## config.mk

```make
export PLATFORM = sky130hd
export DESIGN_NAME = data_cache
export DESIGN_NICKNAME = d
export VERILOG_FILES = /design/src/rtl/cache_pkg.sv /design/src/rtl/cache_array.sv /design/src/rtl/data_cache.sv
export SDC_FILE = /design/constraint.sdc
export NUM_CORES = 2
export LEC_CHECK = 0
export ABC_AREA = 1
export CORE_UTILIZATION = 45
export DETAILED_ROUTE_END_ITERATION = 16
export PLACE_DENSITY_LB_ADDON = 0.1
export SETUP_SLACK_MARGIN = 0.05
export SYNTH_ARGS = -nofsm -noshare
export SYNTH_HDL_FRONTEND = slang
export SYNTH_SLANG_ARGS = --single-unit
```

## constraint.sdc

```tcl
create_clock -name clk -period 4.4 [get_ports clk]
set_clock_uncertainty 0.15 [all_clocks]
set_input_delay 0.66 -clock clk [delete_from_list [all_inputs] [get_ports clk]]
set_output_delay 0.66 -clock clk [all_outputs]
set_load 0.005 [all_outputs]
```

## src/rtl/cache_pkg.sv

```systemverilog
// Shared types and geometry helpers for the direct-mapped write-through data cache.
package cache_pkg;

    typedef enum logic [1:0] {
        IDLE   = 2'd0,
        REFILL = 2'd1,
        WRITE  = 2'd2
    } state_t;

    function automatic int offset_w(input int line_words);
        return $clog2(line_words);
    endfunction

    function automatic int index_w(input int sets);
        return $clog2(sets);
    endfunction

    function automatic int tag_w(input int addr_w, input int sets, input int line_words);
        return addr_w - 2 - $clog2(sets) - $clog2(line_words);
    endfunction

endpackage

```

## src/rtl/cache_array.sv

```systemverilog
// Valid/tag/data storage: combinational read by index, synchronous writes, valid bits cleared on rst.
module cache_array
    import cache_pkg::*;
#(
    parameter int SETS       = 16,
    parameter int LINE_WORDS = 4,
    parameter int DATA_WIDTH = 32,
    parameter int TAG_W      = 24,
    parameter int INDEX_W    = index_w(SETS),
    parameter int OFFSET_W   = offset_w(LINE_WORDS)
) (
    input  logic                  clk,
    input  logic                  rst,
    input  logic [INDEX_W-1:0]    rd_index,
    input  logic [OFFSET_W-1:0]   rd_offset,
    output logic                  rd_valid,
    output logic [TAG_W-1:0]      rd_tag,
    output logic [DATA_WIDTH-1:0] rd_word,
    input  logic                  word_we,
    input  logic                  tag_we,
    input  logic [INDEX_W-1:0]    wr_index,
    input  logic [OFFSET_W-1:0]   wr_offset,
    input  logic [DATA_WIDTH-1:0] wr_data,
    input  logic [TAG_W-1:0]      wr_tag
);

    logic [SETS-1:0]       valid_q;
    logic [TAG_W-1:0]      tag_q  [SETS];
    logic [DATA_WIDTH-1:0] data_q [SETS][LINE_WORDS];

    assign rd_valid = valid_q[rd_index];
    assign rd_tag   = tag_q[rd_index];
    assign rd_word  = data_q[rd_index][rd_offset];

    // Only the valid bits are reset; tag and data contents are don't-care until validated.
    always_ff @(posedge clk) begin
        if (rst) begin
            valid_q <= '0;
        end else if (tag_we) begin
            valid_q[wr_index] <= 1'b1;
        end
    end

    always_ff @(posedge clk) begin
        if (tag_we) begin
            tag_q[wr_index] <= wr_tag;
        end
    end

    always_ff @(posedge clk) begin
        if (word_we) begin
            data_q[wr_index][wr_offset] <= wr_data;
        end
    end

endmodule

```

## src/rtl/data_cache.sv

```systemverilog
// Direct-mapped, write-through, no-write-allocate data cache between the M-stage and a
// multi-cycle backing memory; read hits are served combinationally, misses and stores stall.
module data_cache
    import cache_pkg::*;
#(
    parameter int ADDRESS_WIDTH = 32,
    parameter int DATA_WIDTH    = 32,
    parameter int SETS          = 16,
    parameter int LINE_WORDS    = 4
) (
    input  logic                     clk,
    input  logic                     rst,
    input  logic                     re,
    input  logic                     we,
    input  logic [ADDRESS_WIDTH-1:0] addr,
    input  logic [DATA_WIDTH-1:0]    wdata,
    output logic [DATA_WIDTH-1:0]    rdata,
    output logic                     stall,
    output logic                     mem_req,
    output logic                     mem_we,
    output logic [ADDRESS_WIDTH-1:0] mem_addr,
    output logic [DATA_WIDTH-1:0]    mem_wdata,
    input  logic                     mem_ready,
    input  logic [DATA_WIDTH-1:0]    mem_rdata
);

    localparam int OFFSET_W = offset_w(LINE_WORDS);
    localparam int INDEX_W  = index_w(SETS);
    localparam int TAG_W    = tag_w(ADDRESS_WIDTH, SETS, LINE_WORDS);
    localparam logic [OFFSET_W-1:0] LAST_BEAT = OFFSET_W'(LINE_WORDS - 1);

    state_t                   state;
    logic [OFFSET_W-1:0]      count;
    logic [ADDRESS_WIDTH-1:0] req_addr;
    logic [DATA_WIDTH-1:0]    req_wdata;

    logic [ADDRESS_WIDTH-1:0] look_addr;
    logic                     rd_valid;
    logic [TAG_W-1:0]         rd_tag;
    logic [DATA_WIDTH-1:0]    rd_word;
    logic                     hit;
    logic                     word_we;
    logic                     tag_we;
    logic [OFFSET_W-1:0]      wr_offset;
    logic [DATA_WIDTH-1:0]    wr_data;
    logic                     unused_low_bits;

    // Outside IDLE the lookup follows the latched request so a store can update its own line.
    assign look_addr       = (state == IDLE) ? addr : req_addr;
    assign hit             = rd_valid && (rd_tag == look_addr[ADDRESS_WIDTH-1 -: TAG_W]);
    assign unused_low_bits = ^look_addr[1:0];

    assign wr_offset = (state == REFILL) ? count : req_addr[2 +: OFFSET_W];
    assign wr_data   = (state == WRITE) ? req_wdata : mem_rdata;
    assign word_we   = !rst && mem_ready && ((state == REFILL) || (state == WRITE && hit));
    assign tag_we    = !rst && mem_ready && (state == REFILL) && (count == LAST_BEAT);

    cache_array #(
        .SETS       (SETS),
        .LINE_WORDS (LINE_WORDS),
        .DATA_WIDTH (DATA_WIDTH),
        .TAG_W      (TAG_W)
    ) u_array (
        .clk       (clk),
        .rst       (rst),
        .rd_index  (look_addr[2+OFFSET_W +: INDEX_W]),
        .rd_offset (look_addr[2 +: OFFSET_W]),
        .rd_valid  (rd_valid),
        .rd_tag    (rd_tag),
        .rd_word   (rd_word),
        .word_we   (word_we),
        .tag_we    (tag_we),
        .wr_index  (req_addr[2+OFFSET_W +: INDEX_W]),
        .wr_offset (wr_offset),
        .wr_data   (wr_data),
        .wr_tag    (req_addr[ADDRESS_WIDTH-1 -: TAG_W])
    );

    assign mem_req   = !rst && (state != IDLE);
    assign mem_we    = !rst && (state == WRITE);
    assign mem_wdata = (!rst && state == WRITE) ? req_wdata : '0;
    assign rdata     = (!rst && state == IDLE && re && !we && hit) ? rd_word : '0;

    always_comb begin
        mem_addr = '0;
        stall    = 1'b0;
        if (!rst) begin
            case (state)
                IDLE:    stall = we || (re && !hit);
                REFILL: begin
                    stall    = 1'b1;
                    mem_addr = {req_addr[ADDRESS_WIDTH-1:2+OFFSET_W], count, 2'b00};
                end
                WRITE: begin
                    stall    = !mem_ready;
                    mem_addr = req_addr;
                end
                default: stall = 1'b0;
            endcase
        end
    end

    // A store takes priority over a load; a refill walks the line from word 0 and validates on the last beat.
    always_ff @(posedge clk) begin
        if (rst) begin
            state     <= IDLE;
            count     <= '0;
            req_addr  <= '0;
            req_wdata <= '0;
        end else begin
            case (state)
                IDLE: begin
                    if (we) begin
                        req_addr  <= {addr[ADDRESS_WIDTH-1:2], 2'b00};
                        req_wdata <= wdata;
                        state     <= WRITE;
                    end else if (re && !hit) begin
                        req_addr <= {addr[ADDRESS_WIDTH-1:2+OFFSET_W], {(OFFSET_W+2){1'b0}}};
                        count    <= '0;
                        state    <= REFILL;
                    end
                end
                REFILL: begin
                    if (mem_ready) begin
                        count <= count + OFFSET_W'(1);
                        if (count == LAST_BEAT) begin
                            state <= IDLE;
                        end
                    end
                end
                WRITE: begin
                    if (mem_ready) begin
                        state <= IDLE;
                    end
                end
                default: state <= IDLE;
            endcase
        end
    end

endmodule
```

Yosys cells after proc, flatten, opt, wreduce, memory -nomap -nowiden. Memory sizes are Yosys's and may differ from the RTL's. Cells that the tools add are included.

Flip-flop bits (word level): 84. Bits in writable memories: 2432. Bits of input ports: 101. Output and inout bits: 99. Logic and storage cells: 90. Memories: 2.

Add/subtract/negate cells: 1. Magnitude comparators: 6. Eq/ne operators: 10. Mux-type cells: 34. Bitwise operators: 3. Reductions and logical operators: 29.

Memory list: u_array.data_q (depth 16, bits a word 128, rd ports 1, clocked after Yosys merged registers in 0, wr ports 1, RTL line cache_array.sv:29) `logic [DATA_WIDTH-1:0] data_q [SETS][LINE_WORDS];`; u_array.tag_q (depth 16, bits a word 24, rd ports 1, clocked after Yosys merged registers in 0, wr ports 1, RTL line cache_array.sv:28) `logic [TAG_W-1:0] tag_q [SETS];`.

Operator list (count): 32-bit 2-to-1 mux (10); 128-bit 2-to-1 mux (1); 32-bit binary-select mux with 2-bit select (1); 32-bit demux with 2-bit select (1); 32-bit one-hot mux with 2 select lines (1); 24-bit equality test (1); 2-bit 2-to-1 mux (9); 16-bit bitwise OR (1); 1-bit logical AND (15); 4-bit by 5-bit less-than comparator with 1-bit output, second input constant (2); 4-bit AND reduction (2); 3-bit >= comparator, second input constant (2); 1-bit 2-to-1 mux (6); 2-bit != test, second input constant (3); 2-bit NOT with 3-bit output (2); 2-bit one-hot mux with 3 select lines (1); 2-bit nonzero test (3); 1-bit binary-select mux with 4-bit select (1); 1-bit demux with 4-bit select (1); 2-bit equality test, second input constant (2); 4-bit by 1-bit >= comparator with 1-bit output, second input constant (1); 1-bit zero test (4); 2-bit by 1-bit != test with 1-bit output, second input constant (2); 2-bit one-hot mux with 2 select lines (1); other kinds (8) (10).

Logic depth before layout (Yosys ltp).
Depth after elaboration: 10. Depth in mapped cells: 27. Mapped depth without buffers: 23.

Modules after synthesis. Synthesis repeated with hierarchy kept, for this count alone.

Cell total of the unflattened synthesis: 8748. Area, all modules: 102198.0 um^2.

By module, submodules not included: cache_array (instances 1, cells each 7919, area an instance 97623.6 um^2, seq. area each 73350.3 um^2); data_cache (instances 1, cells each 829, area an instance 4574.4 um^2, seq. area each 1321.3 um^2).

Least setup slack after synthesis. No wires, ideal clock.

Path type: reg-to-reg. Start: reg state[0]. End: mem u_array.data_q[0][32] (netlist name) (enable). Library setup time: 421 ps. Arrival time: 4175 ps. Data required time: 3829 ps. Slack: -346 ps. Stages on the path, launching flop included: 22. Path buffers: 3. Period minus slack after synthesis: 4746 ps. Cells stage by stage: dfxtp_1 inv_1 ha_1 buf_2 nand2_1 nand2_2 buf_4 or2_2 nand2_1 nand3_1 nand2_1 nand2_1 nand3_1 nand2_1 nor2_1 nand2_1 nor2_1 nand3_1 a211oi_2 nand2_1 buf_2 nor2_1.

Cells in the longest elaborated chain, start to end: 10. Elaborated cells between the ends (all ways): 21. Classes of those cells: order compare (2); eq/ne (3); mux (8); bitwise (1); reduce/logical (6); memory (1).

RTL lines: start: declaration (RTL line data_cache.sv:32) `state_t state;`; start signal: assignment (RTL line data_cache.sv:106) `state <= IDLE;`; start signal: assignment (RTL line data_cache.sv:116) `state <= WRITE;`; start signal: assignment (RTL line data_cache.sv:120) `state <= REFILL;`; 2-bit zero test (RTL line data_cache.sv:49) `assign look_addr = (state == IDLE) ? addr : req_addr;`; 32-bit 2-to-1 mux (RTL line data_cache.sv:49); memory 16 x 24 bit or 1-bit binary-select mux with 4-bit select (tied branches); 24-bit equality test or 1-bit 2-to-1 mux (tied branches) (RTL line data_cache.sv:50, cache_array.sv:31); 1-bit logical AND (RTL line data_cache.sv:50) `assign hit = rd_valid && (rd_tag == look_addr[ADDRESS_WIDTH-1 -: TAG_W]);`; 1-bit logical AND (RTL line data_cache.sv:55) `assign word_we = !rst && mem_ready && ((state == REFILL) || (state == WRITE && hit));`; 1-bit logical OR (RTL line data_cache.sv:55); 1-bit logical AND (RTL line data_cache.sv:55); 1-bit 2-to-1 mux (RTL line cache_array.sv:51) `if (word_we) begin`; 128-bit 2-to-1 mux (implied by the code) (*) (RTL line cache_array.sv:52) `data_q[wr_index][wr_offset] <= wr_data;`; end: declaration (RTL line cache_array.sv:29).

Every way passes the cells marked *; elsewhere a longest branch is shown, timed or not. The select of a mux whose other input is x is not followed.

Final worst setup path.
Start: reg state[0]. End: out rdata[11].

Cells in the longest elaborated chain, start to end: 7. Elaborated cells between the ends (all ways): 17. Classes of those cells: eq/ne (1); mux (7); bitwise (1); reduce/logical (6); memory (2).

RTL lines: 2-bit zero test (*) (RTL line data_cache.sv:49, data_cache.sv:82); 32-bit 2-to-1 mux (RTL line data_cache.sv:49); memory 16 x 24 bit, or another cell as far along; 24-bit equality test, or another cell as far along (RTL line data_cache.sv:50); 1-bit logical AND or 32-bit 2-to-1 mux (tied branches) (RTL line data_cache.sv:50, cache_array.sv:33); 1-bit logical AND or 32-bit 2-to-1 mux (tied branches) (RTL line data_cache.sv:82, cache_array.sv:33); 32-bit 2-to-1 mux (*) (RTL line data_cache.sv:82) `assign rdata = (!rst && state == IDLE && re && !we && hit) ? rd_word : '0;`; end: declaration (RTL line data_cache.sv:17) `output logic [DATA_WIDTH-1:0] rdata,`.

Marks and branches as above.

==> Flow_metrics.wiki <==
{| class="wikitable"
! Metric !! Value
|-
| Final cell count without fillers || between 10000 and 15000
|-
| Path category of the worst min-delay check || in -> reg
|-
| Required time of the critical path || about 3.6 ns
|-
| Initial DRC Count || around 7800
|-
| Startpoint type of the worst setup path || register
|-
| Result of the run || finished with violations
|-
| Yosys cell types || 39
|-
| First-pass DRT Iterations || 8
|-
| Core Box Area || approximately 0.23 mm^2
|-
| Aggregate routed wire length || ~330000 um
|-
| Global-route wire length before repair || 479000 um
|-
| Setup CP Type || reg -> out
|-
| Highest clock frequency the design can meet || approximately 190 MHz
|-
| Number of levels in the clock H-tree || 5
|-
| Final #Nets || approximately 9500
|-
| Slew @ Worst Pin || about 1.0 ns
|-
| Average wire per cell in the routed design || 26.62 um
|-
| Final core utilization || 57.01%
|-
| Unrepaired setup endpoints after global routing || true
|-
| Crit path time final || around 5.3 ns
|-
| Area of the die || about 0.23 mm^2
|-
| Worst reg-to-reg path cell count || 35
|-
| Endpoint class of the critical path || output port
|-
| Placement-stage worst setup slack || -0.8365 ns
|-
| Input/output buffers || just under 200
|-
| Clock buffer count from CTS || between 200 and 300
|-
| Number of flops mapped to enable cells by yosys || 2432
|-
| Critical-path maximum fanout || 7
|-
| Number of rows created at floorplan || approximately 170
|-
| Post-Synthesis Cell Area || approximately 0.1 mm^2
|-
| Synthesis warning total || 0
|-
| Number of nets still failing antenna checks after routing || 0
|-
| Violated checks || negative setup slack
|-
| Register bit count reported by yosys || roughly 2500
|-
| Synth async-reset ratio || 0%
|-
| Starting density of the core || ~45%
|-
| Layout cell share with drive strength beyond 1 || about 17%
|-
| Crit path from || state[0]
|-
| Number of global-route vias before repair || ~70000
|-
| Crit path setup slack, layout || -0.8750 ns
|-
| Fin. Hold Viols || 0
|-
| TritonCTS clock tree || built
|-
| CTS sink count || 2514
|-
| Leftover overflow at the end of global routing || 0
|-
| Worst setup path end || rdata[11]
|-
| Antenna violations before repair || 10
|-
| Layout Area Growth over Synthesis || 25.60%
|-
| Max rail drop VDD || approximately 0.36 mV
|-
| Chip Height || 478.7 um
|-
| Startpoint of the lowest-slack register-to-register path || state[0]
|-
| Total I/O pin count || 200
|-
| DRC viols || 0
|-
| Detailed placer's ending HPWL || between 150000 and 200000 um
|-
| Pin count of the biggest net entering global routing || 65
|-
| End of the worst register-to-register path || u_array.data_q[9][93]
|-
| Predominant post-synthesis flop cell || sky130_fd_sc_hd__edfxtp_1
|-
| Routability congestion estimate || ~0.9
|-
| Max-cap viol count || 0
|-
| Placed insts || 11910
|-
| Root buffer selected by CTS || sky130_fd_sc_hd__clkbuf_16
|-
| Average instance area after synthesis || 12.06 um^2
|-
| Latest clock arrival within the worst-skew pair || roughly 0.96 ns
|-
| Pwr dens || 483.5 mW/mm^2
|-
| Final instance area || 0.1285 mm^2
|-
| Pins over their slew limit || 0
|-
| Slew margin rel. || between 30% and 40%
|-
| Total number of vias || between 70000 and 80000
|-
| CP Data Arrival Time || 4.46 ns
|-
| Clock transition time at the flip-flop clock pins of the worst setup and hold paths || 0.06 ns
|-
| Maximum number of buffers from clock root to sink || 4
|-
| Post-Route Hold Slack || approximately 0.18 ns
|-
| Via/cell ratio || 5.753
|-
| Placement Cell Area || between 0.1 and 0.15 mm^2
|-
| Tot GR Track Use || about 28%
|-
| Proportion of synthesized chip area in sequential cells || approximately 73%
|-
| Gate count after technology mapping || between 8000 and 9000
|-
| Final-report setup violation count || 2091
|-
| Width of the chip || ~480 um
|-
| Worst reg2reg setup slack || -0.56 ns
|-
| Final cycle utilization of the critical path || 119.9%
|-
| Leakage dissipation || ~46 nW
|}
-- worst min-delay path by stage --
stage,from,endpoint,slack (ns),cells past startpoint
floorplan,u_array.valid_q[0],u_array.valid_q[0],0.28,2
global route,wdata[27],req_wdata[27],0.17,3
detailed placement,u_array.valid_q[0],u_array.valid_q[0],0.31,2
CTS,wdata[1],req_wdata[1],0.12,3
finish,wdata[1],req_wdata[1],0.18,3
global placement,u_array.valid_q[0],u_array.valid_q[0],0.29,2
-- cell usage in the layout, fill, tap and decap left out, types with 17 or more instances in the layout --
cell / instances
sky130_fd_sc_hd__a21oi_1: 257
sky130_fd_sc_hd__a32o_1: 248
sky130_fd_sc_hd__buf_12: 304
sky130_fd_sc_hd__buf_16: 41
sky130_fd_sc_hd__buf_2: 32
sky130_fd_sc_hd__buf_4: 577
sky130_fd_sc_hd__buf_6: 41
sky130_fd_sc_hd__bufinv_16: 17
sky130_fd_sc_hd__clkbuf_1: 65
sky130_fd_sc_hd__clkbuf_16: 311
sky130_fd_sc_hd__clkdlybuf4s50_1: 161
sky130_fd_sc_hd__clkinv_1: 59
sky130_fd_sc_hd__clkinv_2: 38
sky130_fd_sc_hd__dfxtp_1: 80
sky130_fd_sc_hd__edfxtp_1: 2432
sky130_fd_sc_hd__inv_1: 270
sky130_fd_sc_hd__nand2_1: 2328
sky130_fd_sc_hd__nand2_2: 55
sky130_fd_sc_hd__nand3_1: 1264
sky130_fd_sc_hd__nand3_2: 43
sky130_fd_sc_hd__nor2_1: 295
sky130_fd_sc_hd__nor2_4: 95
sky130_fd_sc_hd__nor3b_1: 25
sky130_fd_sc_hd__o211ai_1: 256
sky130_fd_sc_hd__o21ai_0: 94
sky130_fd_sc_hd__o21ai_1: 20
sky130_fd_sc_hd__or2_2: 21
-- timing repair --
action / 4_1_cts / 5_1_grt
hold endpoints to repair: 5 / 0
hold buffers: 1 / 0
buffers inserted: 84 / 37
pin swaps: 56 / 42
setup endpoints to repair: 2077 / 2091
gates cloned: 38 / 22
resized for setup: 359 / 86
-- metrics by stage --
| stage | power (mW) | TNS (ns) |
|---|---|---|
| after CTS | 62.25 | -228.06 |
| after global routing | 64.13 | -1071.91 |
| final | 62.10 | -655.19 |
| after detailed placement | 39.13 | -1142.43 |
| after global placement | 39.03 | -1098.65 |
| after floorplan | 33.49 | -575.93 |
-- layout make-up --
cell class | count | area (um^2)
Multi-Input combinational cell | 5105 | 25620
Antenna cell | 4 | 10.01
Sequential cell | 2514 | 74670
Fill cell | 18330 | 96870
Clock inverter | 124 | 1012
Timing Repair Buffer | 1197 | 14690
Tap cell | 2992 | 3744
Clock buffer | 362 | 7631
Inverter | 280 | 1079
-- metal layers --
metal | track usage, % | vias to the layer above | wire length [um]
met5 | 0 | - | 69
met4 | 9.692 | 10 | 11480
met3 | 3.666 | 586 | 23850
met2 | 46.02 | 2888 | 157900
met1 | 39.70 | 36500 | 141500
li1 | - | 32370 | -
-- state kept, by name (all words and copies together) (netlist names) --
| register | flops |
|---|---|
| req_addr | 30 |
| u_array.tag_q | 384 |
| u_array.valid_q | 16 |
| req_wdata | 32 |
| count | 2 |
| u_array.data_q | 2048 |
| state | 2 |
-- synthesized netlist by cell type, types with 2 or more instances --
master | n | area, um^2
sky130_fd_sc_hd__o211ai_1 | 256 | 1922
sky130_fd_sc_hd__o21ai_0 | 95 | 475.5
sky130_fd_sc_hd__nor3b_1 | 25 | 187.7
sky130_fd_sc_hd__inv_1 | 277 | 1040
sky130_fd_sc_hd__or2_2 | 21 | 131.4
sky130_fd_sc_hd__nand2_1 | 2392 | 8979
sky130_fd_sc_hd__o21ai_2 | 2 | 17.52
sky130_fd_sc_hd__mux2i_1 | 10 | 100.1
sky130_fd_sc_hd__nor3_1 | 7 | 35.03
sky130_fd_sc_hd__buf_4 | 23 | 172.7
sky130_fd_sc_hd__o22ai_1 | 16 | 100.1
sky130_fd_sc_hd__buf_1 | 65 | 244.0
sky130_fd_sc_hd__o221ai_1 | 2 | 17.52
sky130_fd_sc_hd__nand2_2 | 2 | 12.51
sky130_fd_sc_hd__edfxtp_1 | 2432 | 73030
sky130_fd_sc_hd__inv_2 | 2 | 7.510
sky130_fd_sc_hd__clkbuf_1 | 445 | 1670
sky130_fd_sc_hd__dfxtp_1 | 82 | 1642
sky130_fd_sc_hd__a21oi_1 | 258 | 1291
sky130_fd_sc_hd__nand3_1 | 1311 | 6561
sky130_fd_sc_hd__nor2_1 | 403 | 1513
sky130_fd_sc_hd__buf_2 | 47 | 235.2
sky130_fd_sc_hd__nand3b_1 | 13 | 97.59
sky130_fd_sc_hd__ha_1 | 5 | 62.56
sky130_fd_sc_hd__o21ai_1 | 21 | 105.1
sky130_fd_sc_hd__and3_1 | 2 | 12.51
sky130_fd_sc_hd__nor4_1 | 2 | 12.51
sky130_fd_sc_hd__nand4_1 | 5 | 31.28
sky130_fd_sc_hd__a32o_1 | 248 | 2482
-- worst max-delay path, stage by stage, from the launching register on --
cell and delay [ns]:
sky130_fd_sc_hd__dfxtp_2 0.34, sky130_fd_sc_hd__inv_2 0.05, sky130_fd_sc_hd__ha_4 0.20, sky130_fd_sc_hd__buf_6 0.14, sky130_fd_sc_hd__buf_6 0.11, sky130_fd_sc_hd__o21ai_4 0.16, sky130_fd_sc_hd__buf_12 0.15, sky130_fd_sc_hd__buf_12 0.11
sky130_fd_sc_hd__clkbuf_16 0.15, sky130_fd_sc_hd__buf_4 0.11, sky130_fd_sc_hd__nand3_1 0.08, sky130_fd_sc_hd__nand3_1 0.08, sky130_fd_sc_hd__nand3_1 0.18, sky130_fd_sc_hd__nand3b_1 0.22, sky130_fd_sc_hd__nand2_1 0.12, sky130_fd_sc_hd__nor4_4 0.29
sky130_fd_sc_hd__and3_4 0.24, sky130_fd_sc_hd__nand3_4 0.08, sky130_fd_sc_hd__buf_12 0.16, sky130_fd_sc_hd__buf_12 0.15, sky130_fd_sc_hd__buf_8 0.14, sky130_fd_sc_hd__buf_6 0.11, sky130_fd_sc_hd__nor2_2 0.08, sky130_fd_sc_hd__buf_2 0.11
-- power breakdown --
| group | internal (mW) | switching, mW | total (mW) |
|---|---|---|---|
| logic | 4.71 | 7.95 | 12.7 |
| clock network | 13.2 | 9.37 | 22.6 |
| registers | 26.8 | 0.0395 | 26.9 |
| total | 44.7 | 17.4 | 62.1 |
-- kinds of logic (layout without fill, tap and decap cells) --
| kind of cell | count (synthesis) | in the layout | synth area share [%] |
|---|---|---|---|
| other | 1 | 6 | 0.003667 |
| muxes | 10 | 10 | 0.09788 |
| DFF | 2514 | 2514 | 73.01 |
| buffers and inverters | 862 | 1963 | 3.314 |
| and+or+nand+nor | 4184 | 4185 | 17.19 |
| AOI/OAI and AO/OA | 903 | 903 | 6.321 |
| adders and majority gates | 5 | 5 | 0.06117 |
No activity file was read; power rests on OpenSTA's default activity.
